<file path="config.mk">
export PLATFORM = sky130hd
export DESIGN_NAME = i2s_capture_ctrl
export DESIGN_NICKNAME = d
export VERILOG_FILES = /design/src/rtl/i2s_pkg.sv /design/src/rtl/i2s_bank_tracker.sv /design/src/rtl/i2s_capture_ctrl.sv
export SDC_FILE = /design/constraint.sdc
export NUM_CORES = 1
export LEC_CHECK = 0
export ABC_AREA = 1
export BUFFER_PORTS_ARGS = -buffer_cell sky130_fd_sc_hd__buf_2
export CAP_MARGIN = 5
export CORE_MARGIN = 8
export CORE_UTILIZATION = 40
export DETAILED_ROUTE_END_ITERATION = 7
export GPL_ROUTABILITY_DRIVEN = 0
export GPL_TIMING_DRIVEN = 1
export MAX_ROUTING_LAYER = met4
export PLACE_DENSITY = 0.65
export SYNTH_ARGS = -nofsm -noshare
export SYNTH_HDL_FRONTEND = slang
export SYNTH_SLANG_ARGS = --single-unit
</file>
<file path="constraint.sdc">
create_clock -name codec_aud_bclk_i -period 1.6 [get_ports codec_aud_bclk_i]
set_input_delay 0.16 -clock codec_aud_bclk_i [delete_from_list [all_inputs] [get_ports codec_aud_bclk_i]]
set_output_delay 0.16 -clock codec_aud_bclk_i [all_outputs]
set_load 0.01 [all_outputs]
</file>
<file path="src/rtl/i2s_pkg.sv">
// Shared encodings for the I2S capture path: reduction modes and capture FSM states.
package i2s_pkg;

    typedef enum logic [1:0] {
        MODE_L   = 2'd0,
        MODE_R   = 2'd1,
        MODE_MIX = 2'd2,
        MODE_ILV = 2'd3
    } mode_e;

    typedef enum logic [2:0] {
        ST_IDLE = 3'd0,
        ST_ARM  = 3'd1,
        ST_WAIT = 3'd2,
        ST_WR0  = 3'd3,
        ST_WR1  = 3'd4
    } state_e;

endpackage

</file>
<file path="src/rtl/i2s_bank_tracker.sv">
// Ping-pong bank ownership: full flags, consumer-side bank pointer, frame handshake, overrun count.
// Registered outputs; an ack that arrives while no frame is offered is ignored.
module i2s_bank_tracker #(
    parameter int OVR_BITS = 8
) (
    input  logic                codec_aud_bclk_i,
    input  logic                rst_n,
    input  logic                frame_done_i,
    input  logic                wr_bank_i,
    input  logic                frame_ack_i,
    input  logic                overrun_i,
    output logic [1:0]          bank_full_o,
    output logic                frame_valid_o,
    output logic                frame_bank_o,
    output logic [OVR_BITS-1:0] overrun_cnt_o
);

    logic [1:0]          full_q, full_d;
    logic                rd_q, rd_d;
    logic                valid_q;
    logic [OVR_BITS-1:0] ovr_q, ovr_d;

    // Fill and drain may hit the two different banks in the same edge.
    always_comb begin
        full_d = full_q;
        rd_d   = rd_q;
        ovr_d  = ovr_q;
        if (frame_done_i) begin
            full_d[wr_bank_i] = 1'b1;
        end
        if (frame_ack_i && full_q[rd_q]) begin
            full_d[rd_q] = 1'b0;
            rd_d         = ~rd_q;
        end
        if (overrun_i && (ovr_q != {OVR_BITS{1'b1}})) begin
            ovr_d = ovr_q + 1'b1;
        end
    end

    always_ff @(posedge codec_aud_bclk_i) begin
        if (!rst_n) begin
            full_q  <= 2'b00;
            rd_q    <= 1'b0;
            valid_q <= 1'b0;
            ovr_q   <= '0;
        end else begin
            full_q  <= full_d;
            rd_q    <= rd_d;
            valid_q <= full_d[rd_d];
            ovr_q   <= ovr_d;
        end
    end

    assign bank_full_o   = full_q;
    assign frame_valid_o = valid_q;
    assign frame_bank_o  = rd_q;
    assign overrun_cnt_o = ovr_q;

endmodule

</file>
<file path="src/rtl/i2s_capture_ctrl.sv">
// Arms the I2S receiver, reduces each stereo pair per mode and fills a ping-pong frame buffer.
// Write strobe one edge after the pair is latched; pairs arriving into a full bank are dropped and counted.
module i2s_capture_ctrl
    import i2s_pkg::*;
#(
    parameter int DATA_BITS = 16,
    parameter int FRAME_LEN = 256,
    parameter int OVR_BITS  = 8,
    localparam int ADDR_BITS = $clog2(FRAME_LEN)
) (
    input  logic                 codec_aud_bclk_i,
    input  logic                 rst_n,
    input  logic                 enable_i,
    input  logic [1:0]           mode_i,
    output logic                 i2s_get_o,
    input  logic                 i2s_done_i,
    input  logic [DATA_BITS-1:0] i2s_sample_data_L_i,
    input  logic [DATA_BITS-1:0] i2s_sample_data_R_i,
    output logic                 buf_wr_en_o,
    output logic [ADDR_BITS:0]   buf_wr_addr_o,
    output logic [DATA_BITS-1:0] buf_wr_data_o,
    output logic                 frame_valid_o,
    output logic                 frame_bank_o,
    input  logic                 frame_ack_i,
    output logic [OVR_BITS-1:0]  overrun_cnt_o
);

    localparam logic [ADDR_BITS-1:0] IDX_LAST = ADDR_BITS'(FRAME_LEN - 1);

    state_e                 state_q, state_d;
    mode_e                  mode_q, mode_d;
    logic                   done_q;
    logic                   done_rise;
    logic [DATA_BITS-1:0]   l_q, l_d, r_q, r_d;
    logic [ADDR_BITS-1:0]   idx_q, idx_d;
    logic                   wr_bank_q, wr_bank_d;
    logic                   get_q, get_d;
    logic                   wr_en_q, wr_en_d;
    logic [ADDR_BITS:0]     addr_q, addr_d;
    logic [DATA_BITS-1:0]   data_q, data_d;
    logic                   frame_done;
    logic                   overrun;
    logic [1:0]             bank_full;
    logic signed [DATA_BITS:0] mix_sum;
    logic [DATA_BITS-1:0]   mix_dat;

    assign done_rise = i2s_done_i & ~done_q;

    // One extra bit of headroom makes the average exact; >>> floors toward -inf.
    assign mix_sum = $signed({l_q[DATA_BITS-1], l_q}) + $signed({r_q[DATA_BITS-1], r_q});
    assign mix_dat = DATA_BITS'(mix_sum >>> 1);

    always_comb begin
        state_d    = state_q;
        mode_d     = mode_q;
        l_d        = l_q;
        r_d        = r_q;
        idx_d      = idx_q;
        wr_bank_d  = wr_bank_q;
        get_d      = get_q;
        wr_en_d    = 1'b0;
        addr_d     = addr_q;
        data_d     = data_q;
        frame_done = 1'b0;
        overrun    = 1'b0;
        if (!enable_i) begin
            state_d = ST_IDLE;
            get_d   = 1'b0;
            idx_d   = '0;
        end else begin
            case (state_q)
                ST_IDLE: state_d = ST_ARM;
                ST_ARM, ST_WAIT: begin
                    get_d   = 1'b1;
                    state_d = ST_WAIT;
                    if (done_rise) begin
                        if (bank_full[wr_bank_q]) begin
                            overrun = 1'b1;
                        end else begin
                            l_d     = i2s_sample_data_L_i;
                            r_d     = i2s_sample_data_R_i;
                            state_d = ST_WR0;
                            if (idx_q == '0) begin
                                mode_d = mode_e'(mode_i);
                            end
                        end
                    end
                end
                ST_WR0, ST_WR1: begin
                    wr_en_d = 1'b1;
                    addr_d  = {wr_bank_q, idx_q};
                    idx_d   = idx_q + 1'b1;
                    state_d = ST_WAIT;
                    if (state_q == ST_WR1) begin
                        data_d = r_q;
                    end else begin
                        case (mode_q)
                            MODE_L:   data_d = l_q;
                            MODE_R:   data_d = r_q;
                            MODE_MIX: data_d = mix_dat;
                            default: begin
                                data_d  = l_q;
                                state_d = ST_WR1;
                            end
                        endcase
                    end
                    if (idx_q == IDX_LAST) begin
                        frame_done = 1'b1;
                        wr_bank_d  = ~wr_bank_q;
                    end
                end
                default: state_d = ST_IDLE;
            endcase
        end
    end

    always_ff @(posedge codec_aud_bclk_i) begin
        if (!rst_n) begin
            state_q   <= ST_IDLE;
            mode_q    <= MODE_L;
            done_q    <= 1'b0;
            l_q       <= '0;
            r_q       <= '0;
            idx_q     <= '0;
            wr_bank_q <= 1'b0;
            get_q     <= 1'b0;
            wr_en_q   <= 1'b0;
            addr_q    <= '0;
            data_q    <= '0;
        end else begin
            state_q   <= state_d;
            mode_q    <= mode_d;
            done_q    <= i2s_done_i;
            l_q       <= l_d;
            r_q       <= r_d;
            idx_q     <= idx_d;
            wr_bank_q <= wr_bank_d;
            get_q     <= get_d;
            wr_en_q   <= wr_en_d;
            addr_q    <= addr_d;
            data_q    <= data_d;
        end
    end

    i2s_bank_tracker #(
        .OVR_BITS(OVR_BITS)
    ) u_bank_tracker (
        .codec_aud_bclk_i(codec_aud_bclk_i),
        .rst_n           (rst_n),
        .frame_done_i    (frame_done),
        .wr_bank_i       (wr_bank_q),
        .frame_ack_i     (frame_ack_i),
        .overrun_i       (overrun),
        .bank_full_o     (bank_full),
        .frame_valid_o   (frame_valid_o),
        .frame_bank_o    (frame_bank_o),
        .overrun_cnt_o   (overrun_cnt_o)
    );

    assign i2s_get_o     = get_q;
    assign buf_wr_en_o   = wr_en_q;
    assign buf_wr_addr_o = addr_q;
    assign buf_wr_data_o = data_q;

endmodule
</file>
==> results of run 1 <==
-- registers in the layout, indices dropped and copies added, names as in the netlist --
name,cells
buf_wr_addr_o,9
buf_wr_data_o,16
buf_wr_en_o,1
done_q,1
i2s_get_o,1
idx_q,8
l_q,16
mode_q,2
r_q,16
state_q,3
u_bank_tracker.bank_full_o,2
u_bank_tracker.frame_bank_o,1
u_bank_tracker.frame_valid_o,1
u_bank_tracker.overrun_cnt_o,8
wr_bank_q,1
-- Yosys cell counts, drive strengths merged --
| cell | n | area share |
|---|---|---|
| nand3 | 29 | 0.031 |
| nand4 | 3 | 0.0053 |
| xor2 | 1 | 0.0018 |
| nor3b | 1 | 0.0016 |
| o21a | 1 | 0.0016 |
| a211oi | 1 | 0.0016 |
| ha | 21 | 0.055 |
| a221oi | 1 | 0.0018 |
| clkbuf | 16 | 0.013 |
| nor4 | 4 | 0.0079 |
| nand3b | 2 | 0.0032 |
| inv | 108 | 0.085 |
| fa | 1 | 0.0042 |
| a31oi | 1 | 0.0013 |
| nor2 | 57 | 0.049 |
| or2 | 11 | 0.015 |
| nor3 | 10 | 0.014 |
| dfxtp | 86 | 0.36 |
| o21ai | 74 | 0.078 |
| a21oi | 89 | 0.095 |
| buf | 9 | 0.012 |
| nand2 | 175 | 0.14 |
| o21bai | 1 | 0.0040 |
| o211ai | 10 | 0.016 |
| clkinv | 1 | 0.00079 |
-- worst register-to-register path: cells and delay by family (launching register included) --
kind | cells | cell delay [ns]
flops | 1 | 0.36
simple gates | 12 | 0.79
buf+inv | 2 | 0.16
fa+ha+maj | 1 | 0.40
compound gates | 1 | 0.06
-- layout make-up --
type | count | area (um^2) | area share
Clock buffer | 11 | 233 | 0.0325
Sequential cell | 86 | 1760 | 0.245
Tap cell | 143 | 179 | 0.0250
Inverter | 109 | 418 | 0.0583
Timing Repair Buffer | 168 | 1280 | 0.179
Clock inverter | 5 | 60.1 | 0.00838
Multi-Input combinational cell | 494 | 3240 | 0.452
-- cells by family (layout without fill, tap and decap cells) --
family | Yosys count | after routing | synth area share
AND/OR/NAND/NOR | 292 | 292 | 0.266
AO/OA/AOI/OAI | 178 | 179 | 0.199
buffers and inverters | 134 | 293 | 0.111
flip-flops | 86 | 86 | 0.363
adder cells (fa/ha/maj) | 22 | 22 | 0.0596
XOR/XNOR | 1 | 1 | 0.00185
-- path summary, 6_finish.rpt --
| check | from | endpoint | slack (ns) |
|---|---|---|---|
| max reg2reg | l_q[1] | buf_wr_data_o[11] | -0.29 |
| min reg2reg | i2s_get_o | i2s_get_o | 0.46 |
| min | i2s_done_i | done_q | 0.03 |
| max | l_q[1] | buf_wr_data_o[11] | -0.29 |
-- where the power goes --
group          internal [mW]  switching, mW
Clock                   1.21          0.876
Sequential              2.18         0.0391
Combinational          0.308          0.341
Total                   3.71           1.26
-- what timing repair did --
action                                  4_1_cts  5_1_grt
buffers inserted                              1       22
hold buffers                                  0        0
cloned                                        1        5
resized for setup                            66      168
pin swaps                                    13       37
endpoints found under the setup margin       30       62
-- layer usage --
layer / up-vias / routed length (um) / GRT usage
met3: 42 / 923 / 0.0420
met2: 206 / 7440 / 0.295
met1: 2470 / 7060 / 0.222
met4: 0 / 477 / 0.0673
met5: - / 0 / -
li1: 2619 / - / -
-- cell usage in the layout, fill, tap and decap left out, drive strengths merged --
| cell | synthesis | final |
|---|---|---|
| nand3b | 2 | 2 |
| nor3 | 10 | 10 |
| dfxtp | 86 | 86 |
| o21bai | 1 | 2 |
| nor4 | 4 | 4 |
| ha | 21 | 21 |
| a221oi | 1 | 1 |
| nand2 | 175 | 175 |
| clkinv | 1 | 4 |
| o21a | 1 | 1 |
| buf | 9 | 163 |
| nor3b | 1 | 1 |
| a211oi | 1 | 1 |
| a31oi | 1 | 1 |
| inv | 108 | 107 |
| o21ai | 74 | 74 |
| nand3 | 29 | 29 |
| or2 | 11 | 11 |
| nor2 | 57 | 57 |
| clkinvlp | 0 | 2 |
| xor2 | 1 | 1 |
| fa | 1 | 1 |
| bufinv | 0 | 1 |
| clkbuf | 16 | 16 |
| nand4 | 3 | 3 |
| a21oi | 89 | 89 |
| o211ai | 10 | 10 |
==> summary.txt, run 1 <==
Synthesis
  • Post-synthesis net count: 774
  • Synthesized flop and latch total: 86
  • Post-Syn Area per Cell: 6.66 um^2
  • Cell Area, Synth: 0.00475 mm^2
  • Sequential area share after synthesis: 0.363
  • Unique masters post-synth: 37
  • Cells after Synth: 713
  • YS warnings: 0

Drt
  • Iter 0 DRT Violations: 392
  • Post-DRT Antenna Nets: 0
  • Wire per inst: 15.7 um
  • DRC: 0
  • DR vias: 5,337
  • DR vias/cell: 5.25
  • First drt pass iteration count: 5
  • DRT Wirelength: 15.9 mm

Placed design
  • HPWL after DPL: 10.4 mm
  • Dpl cell area: 0.00576 mm^2
  • IO buf count: 75
  • Place WS: -0.312 ns
  • Placed instance count: 971

CTS
  • CTS tree: yes
  • CTS sink count: 86
  • Clock slew at reported path FFs: 0.07 ns
  • Total CTS buffers: 9
  • CTS H-tree depth: 3
  • Clock root cell: clkbuf_16
  • Maximum clock path buffer count: 2
  • Latest clock arrival within the worst-skew pair: 0.34 ns

Finish
  • Filler cell count: 975
  • Final instance area: 0.00717 mm^2
  • Diode count: 0
  • Fin cells: 1,016
  • Layout area overhead: 51.0%
  • Fin util: 0.622
  • Share of cells above drive strength 1: 0.418
  • Nets: 929

Timing
  • Period minus WS final: 1.89 ns
  • Final slew viol count: 0
  • Fin. Hold Viols: 0
  • Max Freq: 529 MHz
  • Least-Margin Pin Slew: 0.548 ns
  • Final setup TNS: -7.52 ns
  • Max_slew headroom: 0.635
  • Final Skew: 0.00885 ns
  • Final worst-path cycle share: 1.18
  • Final hold slack: 0.0299 ns
  • Setup violators final: 53
  • Fin worst setup slack: -0.289 ns
  • RSZ-0062 raised after global routing: yes

Worst setup path
  • Most used cell, CP: nand2_2
  • Crit-path cells: inv_2 -> fa_2 -> inv_2 -> nand2_4 -> nand2_4 -> nand3_4 -> nand2_4 -> nand2_2 -> nand2_1 -> nand2_1 -> nand3_1 -> nand2_1 -> nand2_2 -> nand2_2 -> nand2_2 -> a21oi_2
  • Worst path max stage delay: 0.39 ns
  • Buf+Inv Stages, Crit Path: 2
  • Arrival time at the worst endpoint: 2.09 ns
  • Crit Path Max Fanout: 4
  • Reg2reg path depth: 16
  • Slowest library cell on the worst path: fa_2
  • Cell depth of the worst setup path: 16
  • Worst EP required: 1.80 ns
  • Kind of critical path: reg -> reg
  • Crit path capture type: flip-flop
  • Critical path startpoint category: flip-flop
  • Crit path max-delay family: simple AND/OR/NAND/NOR gates

Floorplan
  • Initial Util: 0.412
  • Die width: 125 um
  • Die H: 125 um
  • Die area: 0.0156 mm^2
  • Boundary Pins: 76
  • Area of the core: 0.0115 mm^2
  • FP Rows: 39

GRT
  • Overflow after GRT: 0
  • Initial antenna violation count: 0
  • Largest net degree at the start of global routing: 36
  • All-Layer GR Usage: 0.184
  • First-pass GRT wire length: 23.4 mm
  • Vias in the first global route: 5,019

Min path
  • Hold Crit Class: in -> reg
  • WHS Path Cells: 3

Status
  • Status: finished with violations
  • Violated checks: negative setup slack

Power and ir drop
  • Worst vdd ir: 893 uV
  • Total power: 4.96 mW
  • Cell Pwr Density: 692 mW/mm^2
  • Static leakage: 3.40 nW

Run
  • Max cap viols: 0
No activity file was read; power rests on OpenSTA's default activity.
==> inputs of run 2 (changes only) <==
--- a/config.mk
+++ b/config.mk
@@ -8,13 +8,14 @@
 export ABC_AREA = 1
 export BUFFER_PORTS_ARGS = -buffer_cell sky130_fd_sc_hd__buf_2
 export CAP_MARGIN = 5
+export CORE_ASPECT_RATIO = 0.5
 export CORE_MARGIN = 8
 export CORE_UTILIZATION = 40
 export DETAILED_ROUTE_END_ITERATION = 7
 export GPL_ROUTABILITY_DRIVEN = 0
 export GPL_TIMING_DRIVEN = 1
 export MAX_ROUTING_LAYER = met4
-export PLACE_DENSITY = 0.65
+export PLACE_DENSITY = 0.72
 export SYNTH_ARGS = -nofsm -noshare
 export SYNTH_HDL_FRONTEND = slang
 export SYNTH_SLANG_ARGS = --single-unit
==> constraint.sdc (replaced) <==
create_clock -name codec_aud_bclk_i -period 2 [get_ports codec_aud_bclk_i]
set_input_delay 0.2 -clock codec_aud_bclk_i [delete_from_list [all_inputs] [get_ports codec_aud_bclk_i]]
set_output_delay 0.2 -clock codec_aud_bclk_i [all_outputs]
set_load 0.01 [all_outputs]
==> summary.txt, run 2 (synthesized netlist as in run 1, its figures left out) <==
CTS
  • Total CTS buffers: 9
  • Clock slew at reported path FFs: 0.06 ns
  • Latest clock arrival within the worst-skew pair: 0.34 ns
  • Maximum clock path buffer count: 2
  • CTS H-tree depth: 3
  • Setup bufs post-CTS: 0
  • CTS sink count: 86
  • Clock root cell: clkbuf_16
  • CTS tree: yes

Timing
  • Final slew viol count: 0
  • Final hold slack: 0.0702 ns
  • Final Skew: 0.00704 ns
  • Period minus WS final: 1.89 ns
  • Final worst-path cycle share: 0.947
  • Least-Margin Pin Slew: 0.644 ns
  • Fin worst setup slack: 0.106 ns
  • Max Freq: 528 MHz
  • Fin. Hold Viols: 0
  • Final setup TNS: 0 ns
  • RSZ-0062 raised after global routing: yes
  • Setup violators final: 0
  • Max_slew headroom: 0.570

GRT
  • First-pass GRT wire length: 21.1 mm
  • Overflow after GRT: 0
  • Initial antenna violation count: 1
  • Vias in the first global route: 4,455
  • Largest net degree at the start of global routing: 44
  • All-Layer GR Usage: 0.168

Drt
  • DRC: 0
  • DR vias/cell: 4.96
  • Iter 0 DRT Violations: 313
  • First drt pass iteration count: 7
  • Wire per inst: 13.7 um
  • Post-DRT Antenna Nets: 0
  • DRT Wirelength: 13.2 mm
  • DR vias: 4,759

Finish
  • Layout area overhead: 21.7%
  • Filler cell count: 1,151
  • Nets: 850
  • Commonest non-fill, non-tap cell in the layout: nand2_1
  • Fin util: 0.494
  • Share of cells above drive strength 1: 0.203
  • Fin cells: 959
  • Final instance area: 0.00578 mm^2
  • Most frequent cells in the layout: nand2_1, inv_1, a21oi_1

Worst setup path
  • Buf+Inv Stages, Crit Path: 1
  • Kind of critical path: reg -> reg
  • Critical path startpoint category: flip-flop
  • Crit path capture type: flip-flop
  • Worst path max stage delay: 0.38 ns
  • Most used cell, CP: nand2_1
  • Worst EP required: 2.21 ns
  • R2R Setup Slk: 0.11 ns
  • Crit-path cells: ha_1 -> nand2_1 -> inv_1 -> nand2_1 -> nor3_1 -> nand2_1 -> nand2_1 -> nand2_1 -> nand3_1 -> nand2_1 -> nand2_1 -> nand2_1 -> nand2_1 -> a21oi_1
  • Arrival time at the worst endpoint: 2.10 ns
  • Crit path max-delay family: simple AND/OR/NAND/NOR gates
  • Slowest library cell on the worst path: ha_1
  • Crit Path Max Fanout: 5

Placed design
  • HPWL after DPL: 9.70 mm
  • IO buf count: 75
  • Dpl cell area: 0.00532 mm^2
  • Place WS: 0.0170 ns
  • Placed instance count: 943

Floorplan
  • FP Rows: 28
  • Initial Util: 0.406
  • Die width: 170 um
  • Area of the core: 0.0117 mm^2
  • Die H: 93.0 um
  • Die area: 0.0158 mm^2
  • Boundary Pins: 76

Run
  • Max cap viols: 0

Status
  • Status: completed

Power and ir drop
  • Cell Pwr Density: 660 mW/mm^2
  • Total power: 3.81 mW
  • Static leakage: 2.75 nW
  • Worst vdd ir: 352 uV

Min path
  • Hold Crit Class: in -> reg
==> run 2: cell type report <==
cell class	count	area [um^2]	area share
Clock inverter	5	60.1	0.0104
Antenna cell	1	2.50	0.000433
Tap cell	165	206	0.0357
Inverter	109	409	0.0708
Timing Repair Buffer	90	488	0.0845
Clock buffer	10	239	0.0414
Sequential cell	86	1730	0.299
Multi-Input combinational cell	493	2650	0.458
==> run 2: worst paths after layout <==
check	cells past startpoint	to	from
worst max-delay path	14	buf_wr_data_o[14]	r_q[9]
worst min-delay path	3	done_q	i2s_done_i
worst max register to register	14	buf_wr_data_o[14]	r_q[9]
worst min register to register	2	u_bank_tracker.overrun_cnt_o[4]	u_bank_tracker.overrun_cnt_o[4]
==> run 2: worst reg2reg max path, stage by stage (launching register included) <==
cell     delay, ns
dfxtp_1       0.33
ha_1          0.38
nand2_1       0.11
inv_1         0.08
nand2_1       0.06
nor3_1        0.17
nand2_1       0.12
nand2_1       0.07
nand2_1       0.04
nand3_1       0.07
nand2_1       0.05
nand2_1       0.05
nand2_1       0.04
nand2_1       0.10
a21oi_1       0.08
==> run 2: timing repair <==
action                                  4_1_cts  5_1_grt
endpoints found under the setup margin        2       12
resized for setup                             1       30
pin swaps                                     1        3
hold buffers                                  0        0
==> run 2: per-layer routing <==
layer,track usage,wire (um)
met5,-,0
met4,0.0515,203
met3,0.0357,692
met2,0.269,6010
met1,0.210,6270
==> run 2: report_power, final <==
group          switching (mW)  leakage (nW)  internal, mW
Combinational           0.197          1.91         0.139
Clock                   0.705         0.145         0.997
Sequential             0.0308         0.697          1.75
